===== src/rtl/i2c_bus_arbiter.sv =====
`default_nettype none
// +----------------------------------------------------------------------+
// | Module   : i2c_bus_arbiter                                           |
// | Brief    : Shares one i2c_master between NUM_REQ requesters using    |
// |            round-robin arbitration. Latches the winner's fields,     |
// |            pulses the master reset to start, waits for stop, then    |
// |            returns read data and a one-cycle done pulse.             |
// |            Optional BUSY timeout: define I2C_ARB_TIMEOUT_EN.         |
// | Revision : 1.0 - initial release                                     |
// +----------------------------------------------------------------------+
module i2c_bus_arbiter #(
  parameter int NUM_REQ        = 2,
  parameter int GUARD_CYCLES   = 16,
  parameter int TIMEOUT_CYCLES = 2000000
) (
  input  logic                  clk,
  input  logic                  reset,
  input  logic [NUM_REQ-1:0]    req,
  input  logic [7*NUM_REQ-1:0]  req_dev_addr,
  input  logic [8*NUM_REQ-1:0]  req_mem_addr,
  input  logic [64*NUM_REQ-1:0] req_data,
  input  logic [4*NUM_REQ-1:0]  req_size,
  input  logic [NUM_REQ-1:0]    req_rw,
  output logic [NUM_REQ-1:0]    grant,
  output logic [NUM_REQ-1:0]    done,
  output logic [63:0]           rd_data,
  output logic                  err,
  output logic                  m_rst,
  output logic [6:0]            m_dev_addr,
  output logic [7:0]            m_mem_addr,
  output logic [63:0]           m_data,
  output logic [3:0]            m_size,
  output logic                  m_rw,
  input  logic                  m_stop,
  input  logic [63:0]           m_rd_data
);

  localparam int c_iw      = (NUM_REQ > 1) ? $clog2(NUM_REQ) : 1;
  localparam int c_cnt_max = (TIMEOUT_CYCLES > GUARD_CYCLES) ? TIMEOUT_CYCLES : GUARD_CYCLES;
  localparam int c_cw      = $clog2(c_cnt_max + 1);

  localparam logic [c_cw-1:0] c_guard   = c_cw'(GUARD_CYCLES);
  localparam logic [c_cw-1:0] c_cnt_sat = {c_cw{1'b1}};

  localparam logic [2:0] c_st_idle  = 3'd0;
  localparam logic [2:0] c_st_load  = 3'd1;
  localparam logic [2:0] c_st_start = 3'd2;
  localparam logic [2:0] c_st_busy  = 3'd3;
  localparam logic [2:0] c_st_done  = 3'd4;

  logic [2:0]         r_state;
  logic [2:0]         w_next;
  logic [c_iw-1:0]    r_ptr;
  logic [c_iw-1:0]    r_win;
  logic [c_cw-1:0]    r_cnt;
  logic [NUM_REQ-1:0] r_grant;
  logic [63:0]        r_rd_data;
  logic [6:0]         r_dev;
  logic [7:0]         r_mem;
  logic [63:0]        r_data;
  logic [3:0]         r_size;
  logic               r_rw;

  logic [c_iw-1:0]    w_pick;
  logic [c_iw-1:0]    w_pick_hi;
  logic               w_any;
  logic               w_hit_hi;
  logic [NUM_REQ-1:0] w_onehot;
  logic [6:0]         w_dev;
  logic [7:0]         w_mem;
  logic [63:0]        w_data;
  logic [3:0]         w_size;
  logic               w_rw;
  logic               w_stop_ok;
  logic               w_timeout;
  logic               w_m_rst;
  logic [NUM_REQ-1:0] w_done;

  // The master's stop is only trusted once the guard window has elapsed,
  // since it still reflects the previous transfer right after start.
  assign w_stop_ok = m_stop && (r_cnt >= c_guard);

  // Round-robin pick: lowest pending index at or above the pointer, else lowest overall
  always_comb begin
    w_pick    = '0;
    w_pick_hi = '0;
    w_any     = 1'b0;
    w_hit_hi  = 1'b0;
    for (int i = NUM_REQ - 1; i >= 0; i--) begin
      if (req[i]) begin
        w_any  = 1'b1;
        w_pick = c_iw'(i);
        if (c_iw'(i) >= r_ptr) begin
          w_hit_hi  = 1'b1;
          w_pick_hi = c_iw'(i);
        end
      end
    end
    if (w_hit_hi) begin
      w_pick = w_pick_hi;
    end
  end

  // Route the winner's transaction fields and build its one-hot grant
  always_comb begin
    w_onehot = '0;
    w_dev    = '0;
    w_mem    = '0;
    w_data   = '0;
    w_size   = '0;
    w_rw     = 1'b0;
    for (int i = 0; i < NUM_REQ; i++) begin
      if (w_pick == c_iw'(i)) begin
        w_onehot[i] = 1'b1;
        w_dev       = req_dev_addr[7*i +: 7];
        w_mem       = req_mem_addr[8*i +: 8];
        w_data      = req_data[64*i +: 64];
        w_size      = req_size[4*i +: 4];
        w_rw        = req_rw[i];
      end
    end
  end

  // State register
  always_ff @(posedge clk or posedge reset) begin
    if (reset) begin
      r_state <= c_st_idle;
    end else begin
      r_state <= w_next;
    end
  end

  // Next-state logic
  always_comb begin
    w_next = r_state;
    case (r_state)
      c_st_idle:  if (w_any) w_next = c_st_load;
      c_st_load:  w_next = c_st_start;
      c_st_start: w_next = c_st_busy;
      c_st_busy:  if (w_stop_ok || w_timeout) w_next = c_st_done;
      c_st_done:  w_next = c_st_idle;
      default:    w_next = c_st_idle;
    endcase
  end

  // Outputs decoded from state: master held in reset except START/BUSY, done during DONE
  always_comb begin
    w_m_rst = 1'b1;
    w_done  = '0;
    case (r_state)
      c_st_start, c_st_busy: w_m_rst = 1'b0;
      c_st_done:             w_done  = r_grant;
      default:               ;
    endcase
  end

  // Datapath: latch winner fields, run the BUSY counter, capture read data, advance pointer
  always_ff @(posedge clk or posedge reset) begin
    if (reset) begin
      r_grant   <= '0;
      r_win     <= '0;
      r_ptr     <= '0;
      r_cnt     <= '0;
      r_rd_data <= '0;
      r_dev     <= '0;
      r_mem     <= '0;
      r_data    <= '0;
      r_size    <= '0;
      r_rw      <= 1'b0;
    end else begin
      case (r_state)
        c_st_idle: begin
          if (w_any) begin
            r_grant <= w_onehot;
            r_win   <= w_pick;
            r_dev   <= w_dev;
            r_mem   <= w_mem;
            r_data  <= w_data;
            r_size  <= w_size;
            r_rw    <= w_rw;
          end
        end
        c_st_start: r_cnt <= '0;
        c_st_busy: begin
          // Saturate so a hung master cannot wrap back into the guard window
          if (r_cnt != c_cnt_sat) begin
            r_cnt <= r_cnt + 1'b1;
          end
          if (w_stop_ok && r_rw) begin
            r_rd_data <= m_rd_data;
          end
        end
        c_st_done: begin
          r_grant <= '0;
          r_ptr   <= (r_win == c_iw'(NUM_REQ - 1)) ? '0 : r_win + 1'b1;
        end
        default: ;
      endcase
    end
  end

`ifdef I2C_ARB_TIMEOUT_EN
  localparam logic [c_cw-1:0] c_timeout_last = c_cw'(TIMEOUT_CYCLES - 1);
  logic r_err;

  assign w_timeout = (r_cnt >= c_timeout_last) && !w_stop_ok;

  // Sticky flag recording that a transfer was abandoned on timeout
  always_ff @(posedge clk or posedge reset) begin
    if (reset) begin
      r_err <= 1'b0;
    end else if ((r_state == c_st_busy) && w_timeout) begin
      r_err <= 1'b1;
    end
  end

  assign err = r_err;
`else
  assign w_timeout = 1'b0;
  assign err       = 1'b0;
`endif

  assign grant      = r_grant;
  assign done       = w_done;
  assign rd_data    = r_rd_data;
  assign m_rst      = w_m_rst;
  assign m_dev_addr = r_dev;
  assign m_mem_addr = r_mem;
  assign m_data     = r_data;
  assign m_size     = r_size;
  assign m_rw       = r_rw;

endmodule
`default_nettype wire


===== config.mk =====
export PLATFORM = sky130hd
export DESIGN_NAME = i2c_bus_arbiter
export DESIGN_NICKNAME = d
export VERILOG_FILES = /design/src/rtl/i2c_bus_arbiter.sv
export SDC_FILE = /design/constraint.sdc
export NUM_CORES = 1
export LEC_CHECK = 0
export CAP_MARGIN = 20
export CORE_AREA = 2 2 150 152
export DETAILED_ROUTE_END_ITERATION = 7
export DIE_AREA = 0 0 152 154
export PLACE_DENSITY = 0.79
export SYNTH_ARGS = -nofsm -noshare
export SYNTH_HDL_FRONTEND = slang
export SYNTH_SLANG_ARGS = --single-unit

===== constraint.sdc =====
create_clock -name clk -period 7.5 [get_ports clk]
set_input_delay 2.25 -clock clk [delete_from_list [all_inputs] [get_ports clk]]
set_output_delay 2.25 -clock clk [all_outputs]
set_load 0.03 [all_outputs]

==> results by group <==
Pwr
  • Maximum VDD drop: between 0.2 and 0.25 mV
  • Pwr dens: approximately 380 mW/mm^2
  • Leakage: roughly 5.9 nW

Die
  • Num rows: 54
  • Placeable core area: 0.0217 mm^2
  • Die Wd: between 150 and 200 um
  • Die Y: 154 um
  • Io pins: between 300 and 400
  • Initial Utilization: 0.359
  • Die ar.: 0.0234 mm^2

Cells and area
  • Final core occ: 0.571
  • Share of cells above drive strength 1: 0.119
  • Syn-to-layout area delta: 58.9%
  • Final instance area: roughly 0.012 mm^2
  • Fin nets: roughly 1.2k

Timing
  • Min Clock Period, post-route: between 4 and 5 ns
  • Slew headroom: 0.309
  • Worst hold slack: a little under 0.5 ns
  • Max Clock Skew: ~0.019 ns
  • RSZ-0062 raised after global routing: no
  • Fmax: between 200 and 250 MHz
  • Fin. max-slew vios: 0
  • Final Cycle Share: 0.632
  • Final setup viols: 0
  • TNS Setup: 0 ns
  • Worst-margin pin slew: between 1 and 1.5 ns
  • Final Hold Vio Count: 0

Worst hold path
  • Hold-critical path endpoint: r_ptr$_DFFE_PP0P_
  • Worst hold path type: flip-flop to flip-flop
  • Hold depth: 1
  • Hold_sp: r_win$_DFFE_PP0P_

Global routing
  • Initial antenna violation count: 3
  • First-pass GRT wire length: between 40000 and 50000 um
  • Largest net degree at the start of global routing: approximately 90
  • Met2 usage: 0.381
  • GR Util met3: 0.0707
  • GRT Overall Usage: 0.220
  • Met1 usage: 0.261
  • Vias in the first global route: between 6k and 7k
  • Grt ovf: 0
  • GRT busiest layer: met2

Synthesis
  • Top cells by area, synth: dfrtp_1 57%, mux2_4 12%, a222oi_1 11%, inv_1 4.3%, buf_12 1.5%
  • Post-synth top cells: 176 x dfrtp_1, 90 x inv_1, 84 x a222oi_1, 60 x mux2_4, 21 x nand2_1
  • Post-synth top area share: 0.565
  • Yosys warns: 0
  • Synthesized cell area: around 0.0078 mm^2
  • Sequential fraction of the synthesis area: 0.565
  • Leading area contributor after synthesis: dfrtp_1
  • Most used DFF post-synth: dfrtp_1
  • Cell with the most instances after synthesis: dfrtp_1
  • Cell count after synthesis: between 600 and 700
  • Async set-reset flop share out of synthesis: 1.00
  • Syn nets: roughly 850
  • Flops & latches, synth: approximately 180
  • Syn avg cell area: 12.8 um^2
  • Cell variety after synth: just under 60
  • Post-synth EDFFs: 0

Worst setup path
  • Critical R2R Launch: r_state[0]$_DFFE_PP0P_
  • Crit Reg-Reg Endpoint: m_mem_addr[5]$_DFFE_PP0P_
  • Worst Path Required: between 5 and 6 ns
  • Crit-path max FO: 25
  • Crit end category: primary output
  • Kind of critical path: flip-flop to primary output
  • Worst setup SP type: flip-flop
  • Worst R2R Setup Slack: 4.58 ns
  • FF-to-FF path depth: 6
  • WP data arrival: 2.49 ns

Place
  • Routability cong.: around 0.83
  • DP Wirelength: between 15000 and 20000 um
  • Post-DP Area: approximately 0.012 mm^2
  • Port bufs: just under 400

CTS
  • H-Tree Depth: 4
  • Clock Pin Slew Worst Setup and Hold Paths: approximately 0.070 ns
  • Worst skew pair latency: between 0.4 and 0.5 ns
  • Cts bufs inserted: 17
  • Setup Fix Bufs, Post-CTS: 0
  • Post-cts repair resize count: 0
  • Max Root-Sink Buffers: 2
  • Clk Tree Root Cell: clkbuf_16
  • # clock sinks: 176
  • CTS tree: yes
  • Hold Buf Count CTS: 0

Routing
  • Post-route DRC: 3
  • Routed wire length: about 26000 um
  • TritonRoute pass-1 iters: 8
  • Via/cell ratio: between 5 and 6
  • Drt wl/cell: 20.3 um
  • Drt initial violations: 760
  • Antenna Nets Post-Route: 0
  • Via count: around 6.7k

Run status
  • Failing checks: design-rule violations
  • Status: complete, but fails checks

Flow run
  • Max_cap viols: 0
cell families (layout without fill, tap and decap cells):
| logic type | after synthesis | after routing | synth area share |
|---|---|---|---|
| flops | 176 | 176 | 0.565 |
| buf+inv | 133 | 516 | 0.0803 |
| compound gates | 127 | 127 | 0.147 |
| simple gates | 97 | 97 | 0.0727 |
| mux | 69 | 69 | 0.128 |
| xor+xnor | 3 | 3 | 0.00337 |
| fa+ha+maj | 2 | 2 | 0.00321 |
| other cells | 1 | 4 | 0.000481 |
metrics by stage:
stage | std cells | setup WS (ns) | power, mW
3_5_place_dp | 1239 | 2.83 | 3.81
2_1_floorplan | 608 | 0.476 | 2.81
6_report | 1274 | 2.76 | 4.65
5_1_grt | 1273 | 2.62 | 4.89
3_3_place_gp | 1239 | 2.91 | 3.76
4_1_cts | 1271 | 2.75 | 4.69
cell type report:
class / count / area (um^2)
diodes: 3 / 7.51
well taps: 280 / 350
flip-flops and latches: 176 / 4400
multi-input cells: 299 / 2790
repair buffers: 393 / 3920
fillers: 1750 / 9310
inverters: 91 / 347
clock buffers: 18 / 429
clock inverters: 14 / 128
worst max-delay path, stage by stage, from the launching register on:
cell             delay (ns)
dfrtp_1                0.46
and2b_1                0.38
inv_2                  0.44
clkdlybuf4s50_1        0.78
where the power goes:
part	switching, mW	internal [mW]
registers	0.237	1.30
clock network	0.416	0.436
logic	1.20	1.06
worst max path at each step:
stage	slack (ns)	start	end
2_1_floorplan	0.48	reset	grant[0]$_DFFE_PP0P_
3_3_place_gp	2.91	req[1]	m_dev_addr[2]$_DFFE_PP0P_
3_5_place_dp	2.83	req[1]	m_data[63]$_DFFE_PP0P_
4_1_cts	2.75	r_state[2]$_DFFE_PP0P_	m_rst
5_1_grt	2.62	r_state[2]$_DFFE_PP0P_	m_rst
6_report	2.76	r_state[2]$_DFFE_PP0P_	m_rst
per-layer routing:
| layer | routed length (um) | part of all wire |
|---|---|---|
| met1 | 9970 | 0.38 |
| met2 | 13400 | 0.52 |
| met3 | 1960 | 0.075 |
| met4 | 609 | 0.024 |
| met5 | 0 | 0 |
layout by cell type (no fill, tap or decap), drive strengths merged, types with 9 or more instances in the layout:
| master | count |
|---|---|
| o21ai | 9 |
| nor2 | 20 |
| dfrtp | 176 |
| clkbuf | 18 |
| inv | 96 |
| a222oi | 84 |
| mux2 | 64 |
| nand2 | 22 |
| clkdlybuf4s50 | 389 |
| nand3 | 13 |
registers in the layout (all words and copies together), names as in the netlist:
name,cells
m_rw,1
rd_data,64
m_mem_addr,8
r_win,1
r_state,3
m_data,64
grant,2
m_size,4
r_ptr,1
m_dev_addr,7
r_cnt,21
Note: power is estimated with default switching activity, not from simulation.
